File: config.mk
export PLATFORM = sky130hd
export DESIGN_NAME = seg7_bcd_scan_counter
export DESIGN_NICKNAME = d
export VERILOG_FILES = /design/src/rtl/seg7_pkg.sv /design/src/rtl/seg7_bcd_digit.sv /design/src/rtl/seg7_bcd_scan_counter.sv
export SDC_FILE = /design/constraint.sdc
export NUM_CORES = 1
export LEC_CHECK = 0
export CORE_MARGIN = 2
export CORE_UTILIZATION = 59
export CTS_CLUSTER_DIAMETER = 30
export CTS_CLUSTER_SIZE = 20
export DETAILED_ROUTE_END_ITERATION = 12
export GPL_TIMING_DRIVEN = 0
export PLACE_DENSITY = 0.82
export SLEW_MARGIN = 20
export SYNTH_ARGS = -nofsm -noshare
export SYNTH_HDL_FRONTEND = slang
export SYNTH_SLANG_ARGS = --single-unit
export TNS_END_PERCENT = 20
File: constraint.sdc
create_clock -name CLK -period 3.2 [get_ports CLK]
set_clock_uncertainty 0.05 [all_clocks]
set_input_delay 0.96 -clock CLK [delete_from_list [all_inputs] [get_ports CLK]]
set_output_delay 0.96 -clock CLK [all_outputs]
set_load 0.01 [all_outputs]
File: src/rtl/seg7_pkg.sv
// Shared types and the 7-segment decode table for the BCD scan counter.
//   bcd_t        4-bit BCD digit
//   SEG_BLANK    all segments off (active-low gfedcba)
//   SEG_LUT      active-low gfedcba patterns for digits 0..9
//   seg7_decode  BCD digit -> segment pattern, blank for non-BCD codes
package seg7_pkg;

  typedef logic [3:0] bcd_t;

  localparam logic [6:0] SEG_BLANK = 7'h7F;

  localparam logic [6:0] SEG_LUT [0:9] = '{
    7'h40, 7'h79, 7'h24, 7'h30, 7'h19,
    7'h12, 7'h02, 7'h78, 7'h00, 7'h10
  };

  function automatic logic [6:0] seg7_decode(input bcd_t d);
    if (d <= 4'd9) begin
      seg7_decode = SEG_LUT[d];
    end else begin
      seg7_decode = SEG_BLANK;
    end
  endfunction

endpackage

File: src/rtl/seg7_bcd_digit.sv
// One BCD digit of the ripple counter.
//   clk, rst_n  clock, asynchronous active-low reset
//   step        count strobe for this cycle (prescaler tick AND enable)
//   dir         0 = up, 1 = down
//   clr         synchronous clear to 0, dominates step
//   carry_in    carry/borrow from the next lower digit (1 for digit 0)
//   q           current digit value
//   carry_out   carry/borrow to the next higher digit (combinational)
module seg7_bcd_digit
  import seg7_pkg::*;
(
  input  logic clk,
  input  logic rst_n,
  input  logic step,
  input  logic dir,
  input  logic clr,
  input  logic carry_in,
  output bcd_t q,
  output logic carry_out
);

  bcd_t q_q, q_d;
  logic at_limit;

  // A digit passes carry/borrow on when it is about to roll over.
  assign at_limit  = dir ? (q_q == 4'd0) : (q_q == 4'd9);
  assign carry_out = carry_in & at_limit;
  assign q         = q_q;

  always_comb begin
    q_d = q_q;
    if (clr) begin
      q_d = 4'd0;
    end else if (step && carry_in) begin
      if (dir) begin
        q_d = (q_q == 4'd0) ? 4'd9 : q_q - 4'd1;
      end else begin
        q_d = (q_q == 4'd9) ? 4'd0 : q_q + 4'd1;
      end
    end
  end

  always_ff @(posedge clk or negedge rst_n) begin
    if (!rst_n) begin
      q_q <= 4'd0;
    end else begin
      q_q <= q_d;
    end
  end

endmodule

File: src/rtl/seg7_bcd_scan_counter.sv
// NDIG-digit BCD up/down counter with a multiplexed 7-segment driver.
//   CLK    system clock          RST_X  asynchronous active-low reset
//   EN     count enable          CLR    synchronous clear (beats a tick)
//   DOWN   count direction       SEG    segments gfedcba, active-low, registered
//   AN     anodes, one-hot low   DP     decimal point, always off
//   WRAP   one-cycle wrap pulse  VALUE  BCD count, digit i at [4i+3:4i]
// Build option: define SEG7_LZB_EN for leading-zero blanking of digits above 0.
module seg7_bcd_scan_counter
  import seg7_pkg::*;
#(
  parameter int NDIG     = 4,
  parameter int TICK_DIV = 52428800,
  parameter int SCAN_DIV = 65536
) (
  input  logic              CLK,
  input  logic              RST_X,
  input  logic              EN,
  input  logic              CLR,
  input  logic              DOWN,
  output logic [6:0]        SEG,
  output logic [NDIG-1:0]   AN,
  output logic              DP,
  output logic              WRAP,
  output logic [4*NDIG-1:0] VALUE
);

  localparam int PC_W  = $clog2(TICK_DIV);
  localparam int SC_W  = (SCAN_DIV > 1) ? $clog2(SCAN_DIV) : 1;
  localparam int IDX_W = (NDIG > 1) ? $clog2(NDIG) : 1;

  logic [PC_W-1:0]  pc_q, pc_d;
  logic [SC_W-1:0]  sc_q, sc_d;
  logic [IDX_W-1:0] idx_q, idx_d;
  logic [6:0]       seg_q, seg_d;
  logic [NDIG-1:0]  an_q, an_d;
  logic             wrap_q, wrap_d;

  logic             tick;
  logic             step;
  logic [NDIG:0]    carry;
  bcd_t             digit [NDIG];

  assign tick     = (pc_q == PC_W'(TICK_DIV - 1));
  assign step     = tick & EN;
  assign carry[0] = 1'b1;

  generate
    for (genvar gi = 0; gi < NDIG; gi++) begin : g_digit
      seg7_bcd_digit u_digit (
        .clk       (CLK),
        .rst_n     (RST_X),
        .step      (step),
        .dir       (DOWN),
        .clr       (CLR),
        .carry_in  (carry[gi]),
        .q         (digit[gi]),
        .carry_out (carry[gi+1])
      );
      assign VALUE[4*gi +: 4] = digit[gi];
    end
  endgenerate

`ifdef SEG7_LZB_EN
  // hi_zero[i]: digit i and every digit above it are zero.
  logic [NDIG-1:0] hi_zero;
  generate
    for (genvar gi = 0; gi < NDIG; gi++) begin : g_lzb
      if (gi == NDIG - 1) begin : g_top
        assign hi_zero[gi] = (digit[gi] == 4'd0);
      end else begin : g_mid
        assign hi_zero[gi] = (digit[gi] == 4'd0) & hi_zero[gi+1];
      end
    end
  endgenerate
`endif

  always_comb begin
    pc_d   = (tick) ? '0 : pc_q + PC_W'(1);
    // A carry out of the top digit on a counting step is the full wrap.
    wrap_d = step & carry[NDIG] & ~CLR;
    if (CLR) begin
      pc_d = '0;
    end

    sc_d  = sc_q + SC_W'(1);
    idx_d = idx_q;
    if (sc_q == SC_W'(SCAN_DIV - 1)) begin
      sc_d  = '0;
      idx_d = (idx_q == IDX_W'(NDIG - 1)) ? '0 : idx_q + IDX_W'(1);
    end

    an_d         = '1;
    an_d[idx_q]  = 1'b0;
    seg_d        = seg7_decode(digit[idx_q]);
`ifdef SEG7_LZB_EN
    if ((idx_q != '0) && hi_zero[idx_q]) begin
      seg_d = SEG_BLANK;
    end
`endif
  end

  always_ff @(posedge CLK or negedge RST_X) begin
    if (!RST_X) begin
      pc_q   <= '0;
      sc_q   <= '0;
      idx_q  <= '0;
      seg_q  <= SEG_BLANK;
      an_q   <= '1;
      wrap_q <= 1'b0;
    end else begin
      pc_q   <= pc_d;
      sc_q   <= sc_d;
      idx_q  <= idx_d;
      seg_q  <= seg_d;
      an_q   <= an_d;
      wrap_q <= wrap_d;
    end
  end

  assign SEG  = seg_q;
  assign AN   = an_q;
  assign DP   = 1'b1;
  assign WRAP = wrap_q;

endmodule

# Yosys cells after proc, flatten, opt, wreduce, memory -nomap -nowiden
# Memory sizes are Yosys's and may differ from the RTL's.
# Cells that the tools add are included.
dict set report classes {
  n_addsub 11
  n_lt_le_gt_ge 5
  n_eq_ne 7
  muxes 36
  n_bitwise 10
  reduce_logical 12
}
# operator n
set ops {}
lappend ops {{$mux 4} 22}
lappend ops {{$mux 26} 2}
lappend ops {{$add 26x1->26 const B} 1}
lappend ops {{$eq 26x26->1 const B} 1}
lappend ops {{$mux 7} 3}
lappend ops {{$add 16x1->16 const B} 1}
lappend ops {{$add 4x1->4 const B} 4}
lappend ops {{$eq 16x16->1 const B} 1}
lappend ops {{$eq 4x4->1 const B} 4}
lappend ops {{$logic_not 4->1} 4}
lappend ops {{$mux 16} 1}
lappend ops {{$sub 4x1->4 const B} 4}
lappend ops {{$bmux 4 s2} 1}
lappend ops {{$reduce_bool 2->1} 4}
lappend ops {{$and 1x1->1} 6}
lappend ops {{$ge 5x5->1 const B} 1}
lappend ops {{$mux 1} 5}
lappend ops {{$not 4->5} 1}
lappend ops {{$le 4x4->1 const B} 1}
lappend ops {{$logic_and 1x1->1} 4}
lappend ops {{$not 4->4} 1}
lappend ops {{$ge 3x3->1 const B} 1}
lappend ops {{$lt 2x3->1 const B} 1}
lappend ops {{$not 2->3} 1}
lappend ops {{other kinds (6)} 6}
dict set report totals {
  ff_bits 72
  rom_bits 112
  input_bits 5
  out_inout_bits 29
  elab_cells 92
  memories 1
}
# name words word_bits read_ports rd_clocked_by_memory_dff wr line_no
set memory_table {}
lappend memory_table {{(no name shown)} 16 7 1 0 0 seg7_pkg.sv:19} ;# seg7_decode = SEG_LUT[d];

# Logic depth before layout (Yosys ltp)
dict set report depth {
  depth_word 9
  mapped_depth 8
  ltp_nobuf 7
}

# By module
# From an unflattened synthesis, not the netlist that was laid out.
dict set report hier_totals {
  hier_cells 451
  area_unflattened_um2 4280.4
}
# module n_inst cells_per_inst area_per_inst_um2 seq_area_each_um2
set by_module_without_submodules {}
lappend by_module_without_submodules {seg7_bcd_scan_counter 1 283 2854.0 1415.1}
lappend by_module_without_submodules {seg7_bcd_digit 4 42 356.6 100.1}

# Worst setup path before layout
# OpenSTA, ideal clock, no wires.
dict set report synth_path {
  kind {input to register}
  start {input port DOWN}
  end {register g_digit[3].u_digit.q_q[0]}
  setup_time_ps 78
  t_arrival_ps 2446
  required_time_ps 3072
  slack_ps 626
  cell_stages 5
  path_buffers 0
  cell_sequence {or4bb_1 > a221o_1 > nor4_2 > o311ai_0 > a21oi_1}
}
dict set report synth_via {
  elab_chain_len 5
  elab_cells_between_ends 10
  classes_between {mux (6); bitwise (2); reduce/logical (2)}
}
# element line_no
set synth_lines {}
lappend synth_lines {{from (decl)} seg7_bcd_scan_counter.sv:19} ;# input logic DOWN,
lappend synth_lines {{$mux 1} seg7_bcd_digit.sv:26} ;# assign at_limit = dir ? (q_q == 4'd0) : (q_q == 4'd9);
lappend synth_lines {{$and 1x1->1 (2 in a row)} seg7_bcd_digit.sv:27} ;# assign carry_out = carry_in & at_limit;
lappend synth_lines {{$logic_and 1x1->1} seg7_bcd_digit.sv:34} ;# end else if (step && carry_in) begin
lappend synth_lines {{$reduce_bool 2->1 (no source line)} -}
lappend synth_lines {{to (signal assigned)} seg7_bcd_digit.sv:47} ;# q_q <= q_d;
lappend synth_lines {{to (decl)} seg7_bcd_digit.sv:22} ;# bcd_t q_q, q_d;
# Several ways; a longest one is shown, not always the timed one. The select of a mux whose other input is x is not followed.
# A chain may end at the register's enable or synchronous reset.

# Worst setup path after layout
# Same ends and word-level chain as after synthesis.

==> impl_metrics.csv <==
group,metric,value,unit
timing,finalSetupTns,0,ns
synth,syn_nets,463,
timing,min_period_over_period,0.9362,
setup_path,slowest_delay,0.58,ns
synth,syn_area,0.004227,mm²
floorplan,io_pins,34,
setup_path,worstPathMaxFanout,10,
clock_network,root_buffer,"clkbuf_8",
layout,finalNetCount,506,
timing,post-route-min-period,2.996,ns
hold_path,min_path_type,"reg -> reg",
synth,synth_seq_area_share,0.4295,
setup_path,cp_slowest_cell,"clkdlybuf4s50_1",
placement,gp_congestion,0.9334,
timing,setup_viol,0,
timing,rsz0062_at_grt,"no",
setup_path,crit_required,3.37,ns
timing,final_max_slew_viol_count,0,
floorplan,die_w,88.64,µm
synth,synth_edf_count,0,
synth,synth_top_area_share,0.3612,
clock_network,clockBufferDepth,2,
pwr,total_leakage_power,2.073,nW
pwr,power_density,353.6,mW/mm²
global_route,grt_usage,0.2454,
timing,worst_pin_slew,0.9924,ns
outcome,outcome,"finished clean",
pwr,finalPower,1.721,mW
synth,synth_cells,434,
job,maxCapViolCount,0,
drt,num_vias,3297,
synth,yosysUniqueCellTypes,58,
global_route,antenna_found_initial,0,
synth,synth.yosys.warnings,0,
hold_path,hold_path_depth,1,
setup_path,cp_num_cells,7,
timing,hold_viol_final,0,
placement,hpwl,6409,µm
clock_network,cts_tree,"done",
setup_path,cp-start-kind,"input pin",
floorplan,start_util,0.6153,
clock_network,numCtsBuffers,9,
setup_path,reg2regPathDepth,8,
pwr,ir_drop,209.5,µV
drt,ant_nets,0,
synth,ys_ff_latch,72,
layout,syn_to_final_growth,15.19,%
drt,firstDrtPassIters,4,
drt,drc,0,
global_route,overflow,0,
setup_path,worstSetupPathType,"in -> reg",
clock_network,htreeDepth,3,
setup_path,rrSetupSlack,0.56,ns
timing,slew_headroom,0.3323,
setup_path,cp-end-kind,"register",
drt,vias_per_cell,5.704,
clock_network,insertion_delay,0.36,ns
synth,synth_flop_cell,"dfrtp_1",
timing,fmax,333.8,MHz
layout,antenna_cells_inserted,0,
synth,syn_area_per_cell,9.739,µm²
setup_path,path_delay_family,"buffers and inverters",
floorplan,rows,30,
synth,yosys-top-cells-area,"dfrtp_1 36%, ha_1 7.1%, dfstp_2 6.8%",
floorplan,core,0.006869,mm²
synth,synth-async-reset-ratio,1.000,
setup_path,crit_arrival,3.17,ns
placement,portBuffers,31,
floorplan,dieArea,0.007857,mm²
layout,drive_gt1_frac,0.09751,
clock_network,clk_pin_slew,0.09,ns
synth,synth_common_cells,"61 x dfrtp_1, 60 x nor2_1, 29 x nand2_1",
global_route,grt_pass1_wl,15060,µm
global_route,grt_max_degree,52,
drt,routed_wl,8750,µm
drt,drt-wirelength-per-cell,15.14,µm
synth,synth_most_common_cell,"dfrtp_1",
setup_path,crit_buf_inv,2,
drt,first_iter_violations,261,
global_route,grt_pass1_vias,3281,
setup_path,path_cells,"clkdlybuf4s50_1, clkbuf_1, and3b_1, o21ai_1, or4_1, o31ai_1, a21oi_1",
floorplan,die_h,88.64,µm
clock_network,numClockSinks,72,
synth,yosysTopAreaCell,"dfrtp_1",
[per-layer routing]
layer / global-route usage / wire length, µm
met1: 0.3339 / 3858
met2: 0.3955 / 4203
met3: 0.04198 / 563
met4: 0.09091 / 125
met5: 0 / 0
[metrics by stage]
| stage | instance area [µm²] | std cells | utilization | hold WS (ns) | setup slack [ns] |
|---|---|---|---|---|---|
| 4_1_cts | 4867 | 578 | 0.7086 | 0.4334 | 0.1186 |
| 5_1_grt | 4868 | 578 | 0.7087 | 0.4421 | 0.01235 |
| 3_3_place_gp | 4657 | 561 | 0.6780 | 0.4149 | -1.289 |
| 3_5_place_dp | 4682 | 562 | 0.6816 | 0.4195 | -0.2505 |
| 2_1_floorplan | 4227 | 434 | - | 0.3904 | 0.6255 |
| 6_report | 4868 | 578 | 0.7087 | 0.4299 | 0.2042 |
[placed cells by master, fill, tap and decap left out, types with 4 or more instances in the layout]
cell type	instances
ha_1	24
inv_6	4
and3_1	10
mux2i_1	6
clkbuf_1	14
a21oi_1	13
nand4_1	12
nand2b_1	4
xor2_1	22
nor3_1	4
o21bai_1	4
nor2_1	60
xnor2_1	19
and4_1	6
nand2_1	29
o31ai_1	5
nor2b_1	5
mux2_2	5
clkdlybuf4s50_1	30
inv_1	24
dfstp_2	11
nand3_1	20
clkbuf_8	9
o21ai_0	11
mux4_2	4
dfrtp_1	61
[cell type report]
type,instances,area [µm²]
sequential,72,1815
timing repair buffer,32,335.3
fill,511,2001
inverter,25,93.84
multi-input combinational,319,2245
buffer,18,73.82
clock inverter,7,61.31
clock buffer,9,123.9
tap,96,120.1
[power by group]
part / total (mW) / switching, mW / internal [mW]
Combinational: 0.102 / 0.0643 / 0.0373
Clock: 0.695 / 0.398 / 0.298
Sequential: 0.924 / 0.00849 / 0.916
[worst register-to-register path: cells and delay by family, from the launching register on]
family          cells  cell delay [ns]
flops               1             0.40
fa+ha+maj           1             0.27
buf+inv             2             0.52
simple gates        3             0.62
compound gates      1             0.30
mux                 1             0.38
[what timing repair did]
action                                  CTS  global route
endpoints found under the setup margin    0             6
gates resized for setup                   0             3
hold endpoints to repair                  0             0
hold buffers                              0             0
buffers inserted                          0             0
[state kept, by name (all words and copies together) (netlist names)]
| name | cells |
|---|---|
| pc_q | 26 |
| sc_q | 16 |
| SEG | 7 |
| idx_q | 2 |
| g_digit.u_digit.q | 16 |
| WRAP | 1 |
| AN | 4 |
[final timing paths]
kind	start	to
min in group asynchronous	RST_X	g_digit[1].u_digit.q[2]$_DFFE_PN0P_
min reg2reg	sc_q[12]$_DFF_PN0_	sc_q[12]$_DFF_PN0_
max in group asynchronous	RST_X	AN[3]$_DFF_PN1_
max	DOWN	g_digit[3].u_digit.q[0]$_DFFE_PN0P_
min	sc_q[12]$_DFF_PN0_	sc_q[12]$_DFF_PN0_
max reg2reg	g_digit[0].u_digit.q[0]$_DFFE_PN0P_	g_digit[1].u_digit.q[3]$_DFFE_PN0P_
[cell families after synthesis]
family	count (synthesis)	synth area share
buffers and inverters	43	0.03937
and+or+nand+nor	178	0.2288
muxes	15	0.04885
DFF	72	0.4295
adders and majority gates	24	0.07105
AOI/OAI and AO/OA	60	0.09651
other	1	0.0008872
xor gates and xnor gates	41	0.08496
(Power assumes the default switching activity.)
==> edit 1, RTL diff (same flow settings) <==
Add a define of `SEG7_LZB_EN`.
--- a/src/rtl/seg7_bcd_scan_counter.sv
+++ b/src/rtl/seg7_bcd_scan_counter.sv
@@ -5,6 +5,8 @@
 //   AN     anodes, one-hot low   DP     decimal point, always off
 //   WRAP   one-cycle wrap pulse  VALUE  BCD count, digit i at [4i+3:4i]
 // Build option: define SEG7_LZB_EN for leading-zero blanking of digits above 0.
+`define SEG7_LZB_EN
+
 module seg7_bcd_scan_counter
   import seg7_pkg::*;
 #(
Formal check against the unedited RTL: same outputs for any inputs over 10 cycles, from zero or initial values and one cycle with RST_X low; that may be too few to reach the edited logic, so the function may still have changed.
==> edit 1 against the original RTL <==
Critical endpoint is now WRAP$_DFF_PN0_; sequential cell count unchanged; sequential share of layout area up 1.1 points; final cell count down 1.0%; worst setup slack worse by 93 ps; design area down 2.9%; wire length up 2.5%; highest routed layer unchanged; synthesized area down 2.7%; power down 4.7%; critical path depth unchanged.
==> edit 1: results (changes against the original RTL) <==
INFO  metric crit_arrival = 3240 ps (+70 ps)
INFO  metric regToRegSetupSlack = 580 ps (+20 ps)
INFO  metric internal_power = 0.00126 W (+0.50%)
INFO  metric pwr-share-comb = 0.043 (-0.016)
INFO  metric holdWs = 435 ps (+5.15 ps)
INFO  metric pre_cts_slack = -253 ps (-2.29 ps)
INFO  metric drive_gt1_frac = 0.0915 (-0.00605)
INFO  metric place.gp.congestion = 0.857 (-8.1%)
INFO  metric p_switching = 0.000384 W (-18%)
INFO  metric status = finished clean
INFO  metric global_route.usage.met3 = 0.0464 (+0.00447)
INFO  metric post_synth_inst_count = 443 (+2.1%)
INFO  metric leakagePower = 1.94 nW (-6.4%)
INFO  metric syn-num-nets = 459 (-0.86%)
INFO  metric synth_mux_area_frac = 0.0405 (-0.00840)
INFO  metric layout_setup_ws = 111 ps (-93.1 ps)
INFO  metric post_synth_most_frequent_cells = sky130_fd_sc_hd__dfrtp_1 (61), sky130_fd_sc_hd__nor2_1 (59), sky130_fd_sc_hd__clkbuf_1 (26)
INFO  metric synth-xor-area-share = 0.0958 (+0.0108)
INFO  metric design.final.nets = 503 (-0.59%)
INFO  metric irDropWorstVdd = 0.229 mV (+9.3%)
INFO  metric final-instance-count-excl-fill = 572 (-1.0%)
INFO  metric grt_max_degree = 44 (-15%)
INFO  metric post_synth_num_cell_types = 56 (-3.4%)
INFO  metric reg2reg_from = g_digit[0].u_digit.q[3]$_DFFE_PN0P_
INFO  metric dpl_cell_area = 4550 um2 (-2.8%)
INFO  metric dpl.cell_count = 556 (-1.1%)
INFO  metric use_met1 = 0.304 (-0.0300)
INFO  metric biggest_cell_delay_along_the_critical_path = 470 ps (-110 ps)
INFO  metric num_vias = 3413 (+3.5%)
INFO  metric io_buffers = 32 (+3.2%)
INFO  metric firstDrtPassIters = 5 (+1)
INFO  metric slowest_stage = sky130_fd_sc_hd__nor4_1
INFO  metric clkSlewWorstSetupHoldPaths = 70 ps (-20 ps)
INFO  metric yosys-top-cells-area = sky130_fd_sc_hd__dfrtp_1 (37%), sky130_fd_sc_hd__dfstp_2 (7.0%), sky130_fd_sc_hd__nor2_1 (5.4%)
INFO  metric pg_seq = 0.000916 W (-0.9%)
INFO  metric post_synth_fa_ha_maj_area_fraction = 0.0335 (-0.0376)
INFO  metric drt_iter0_markers = 284 (+8.8%)
INFO  metric met3RoutedLength = 445 um (-21%)
INFO  metric synth-compound-area-share = 0.106 (+0.00903)
[edit 1: critical path: cells and delay by family]
family                 cells  cell delay (ps)
AOI/OAI and AO/OA          1              350
buffers and inverters      3              930
and+or+nand+nor            3             1000
[edit 1: path summary, 6_finish.rpt]
check,to,cells after the start
max reg2reg,WRAP$_DFF_PN0_,6
min reg2reg,sc_q[0]$_DFF_PN0_,1
min,sc_q[0]$_DFF_PN0_,1
max,WRAP$_DFF_PN0_,7
min in group asynchronous,g_digit[1].u_digit.q[1]$_DFFE_PN0P_,1
max in group asynchronous,AN[0]$_DFF_PN1_,2
[edit 1: final cells by class]
type	count	area [um2]
Clock inverter	3	17.5
Buffer	29	115
Sequential cell	72	1820
Timing Repair Buffer	33	338
Inverter	15	56.3
Fill cell	503	2030
Multi-Input combinational cell	327	2130
Tap cell	80	100
Clock buffer	13	159
[edit 1: timing repair]
action                                  CTS  global route
gates resized for setup                   0             2
setup buffers                             0             0
endpoints found under the setup margin    0             3
==> edit 2, RTL diff (same flow settings) <==
Without the edit above. Make the reset (`RST_X` and `rst_n`) synchronous in 2 clocked blocks. Comments in the files are not updated.
--- a/src/rtl/seg7_bcd_digit.sv
+++ b/src/rtl/seg7_bcd_digit.sv
@@ -40,7 +40,7 @@
     end
   end
 
-  always_ff @(posedge clk or negedge rst_n) begin
+  always_ff @(posedge clk) begin
     if (!rst_n) begin
       q_q <= 4'd0;
     end else begin
--- a/src/rtl/seg7_bcd_scan_counter.sv
+++ b/src/rtl/seg7_bcd_scan_counter.sv
@@ -99,7 +99,7 @@
 `endif
   end
 
-  always_ff @(posedge CLK or negedge RST_X) begin
+  always_ff @(posedge CLK) begin
     if (!RST_X) begin
       pc_q   <= '0;
       sc_q   <= '0;
Function: differs if RST_X is asserted again (counterexample within 4 cycles, from zero or initial values and one cycle with RST_X low); with RST_X held inactive, the same outputs for 10 cycles.
==> edit 2 against the original RTL <==
Synthesized area is 10% lower; power decreased by 3.5%; wire length down 6.9%; design area fell by 9.5%; sequential cell count stayed put; final cell count down 1.4%; count of clock-buffer cells in the layout rose by 5; non-clock buffer count up 8; worst setup slack better by 88 ps; largest cell class unchanged; largest power group unchanged; highest routed layer unchanged.
==> edit 2: results (changes against the original RTL) <==
INFO  metric pwr-share-clk = 0.407 (+0.003)
INFO  metric power.combinational.total = 0.0000761 W (-25%)
INFO  metric critPathMaxFanout = 7 (-3)
INFO  metric pwr-share-comb = 0.046 (-0.013)
INFO  metric reg2reg_depth = 7 (-1)
INFO  metric post_synth_num_cell_types = 60 (+3.4%)
INFO  metric crit_arrival = 3140 ps (-30 ps)
INFO  metric place.gp.congestion = 0.973 (+4.3%)
INFO  metric n_clock_buffer = 14 (+5)
INFO  metric design.final.nets = 503 (-0.59%)
INFO  metric num_vias = 3279 (-0.55%)
INFO  metric irDropWorstVdd = 0.353 mV (+69%)
INFO  metric slew_headroom = 0.527 (+0.195)
INFO  metric leakagePower = 1.49 nW (-28%)
INFO  metric synth-compound-area-share = 0.121 (+0.0245)
INFO  metric synthArstFlopShare = 0 (-1.00)
INFO  metric post_synth_fa_ha_maj_area_fraction = 0.0330 (-0.0381)
INFO  metric synth_mux_area_frac = 0.0438 (-0.00501)
INFO  metric synth.most_common_cell = sky130_fd_sc_hd__dfxtp_1
INFO  metric yosys-top-cells-area = sky130_fd_sc_hd__dfxtp_1 (38%), sky130_fd_sc_hd__nor2_1 (5.9%), sky130_fd_sc_hd__xnor2_1 (5.5%)
INFO  metric io_buffers = 32 (+3.2%)
INFO  metric layout.filler_cells = 512 (+0.20%)
INFO  metric synth-xor-area-share = 0.102 (+0.0166)
INFO  metric non_clock_buffer_area_share = 0.0983 (+0.0142)
INFO  metric drt_iter0_markers = 141 (-46%)
INFO  metric grt_first_pass_wirelength = 14000 um (-7.1%)
INFO  metric drive_gt1_frac = 0.0710 (-0.0265)
INFO  metric viasPerCell = 5.75 (+0.85%)
INFO  metric first_global_vias = 3043 (-7.3%)
INFO  metric routed_wl = 8140 um (-6.9%)
INFO  metric biggest_cell_delay_along_the_critical_path = 510 ps (-70 ps)
INFO  metric status = finished clean
INFO  metric gr-usage-all-layers = 0.243 (-0.00194)
INFO  metric sequential_cell_area = 1440 um2 (-21%)
INFO  metric clock_cell_area_share = 0.0420 (+0.00400)
INFO  metric multiInputCombCellCount = 331 (+3.8%)
INFO  metric mean_syn_cell_area = 8.53 um2 (-12%)
==> edit 2: cell count changes after synthesis, moves of 7 or more <==
cell,before,now
sky130_fd_sc_hd__clkbuf_1,15,22
sky130_fd_sc_hd__a31oi_1,0,7
sky130_fd_sc_hd__dfstp_2,11,0
sky130_fd_sc_hd__o21ai_0,12,19
sky130_fd_sc_hd__dfxtp_1,0,72
sky130_fd_sc_hd__inv_1,24,15
sky130_fd_sc_hd__dfrtp_1,61,0
sky130_fd_sc_hd__ha_1,24,10
==> edit 2: metal layers <==
layer,GRT usage,wire length (um),vias up
met2,0.423,4030,91
met4,0.0689,111,0
met1,0.301,3590,1532
met3,0.0600,414,16
li1,-,-,1640
met5,0,0,-
==> edit 2: worst max-delay path: cells and delay by family <==
| family | cells | cell delay (ps) |
|---|---|---|
| compound gates | 3 | 1030 |
| buf+inv | 1 | 510 |
| simple gates | 2 | 630 |
==> edit 2: through the flow <==
stage                     TNS [ps]  utilization  cell area, um2
after floorplan                  0            -            3800
after detailed placement      -223        0.671            4210
after CTS                        0        0.701            4400
after global routing             0        0.702            4410
final                            0        0.702            4410
after global placement       -97.3        0.671            4210
==> edit 2: path summary, 6_finish.rpt <==
path / startpoint / endpoint / slack [ps]
setup / recovery: DOWN / g_digit[3].u_digit.q[1]$_SDFFE_PP0P_ / 290
hold / removal: pc_q[0]$_SDFF_PP0_ / pc_q[0]$_SDFF_PP0_ / 410
setup reg to reg: sc_q[0]$_SDFF_PP0_ / sc_q[11]$_SDFF_PP0_ / 650
hold reg to reg: pc_q[0]$_SDFF_PP0_ / pc_q[0]$_SDFF_PP0_ / 410
==> edit 2: repair_timing <==
action / in CTS / in global routing
hold endpoints to repair: 0 / 0
gates resized for setup: 0 / 2
endpoints found under the setup margin: 0 / 1
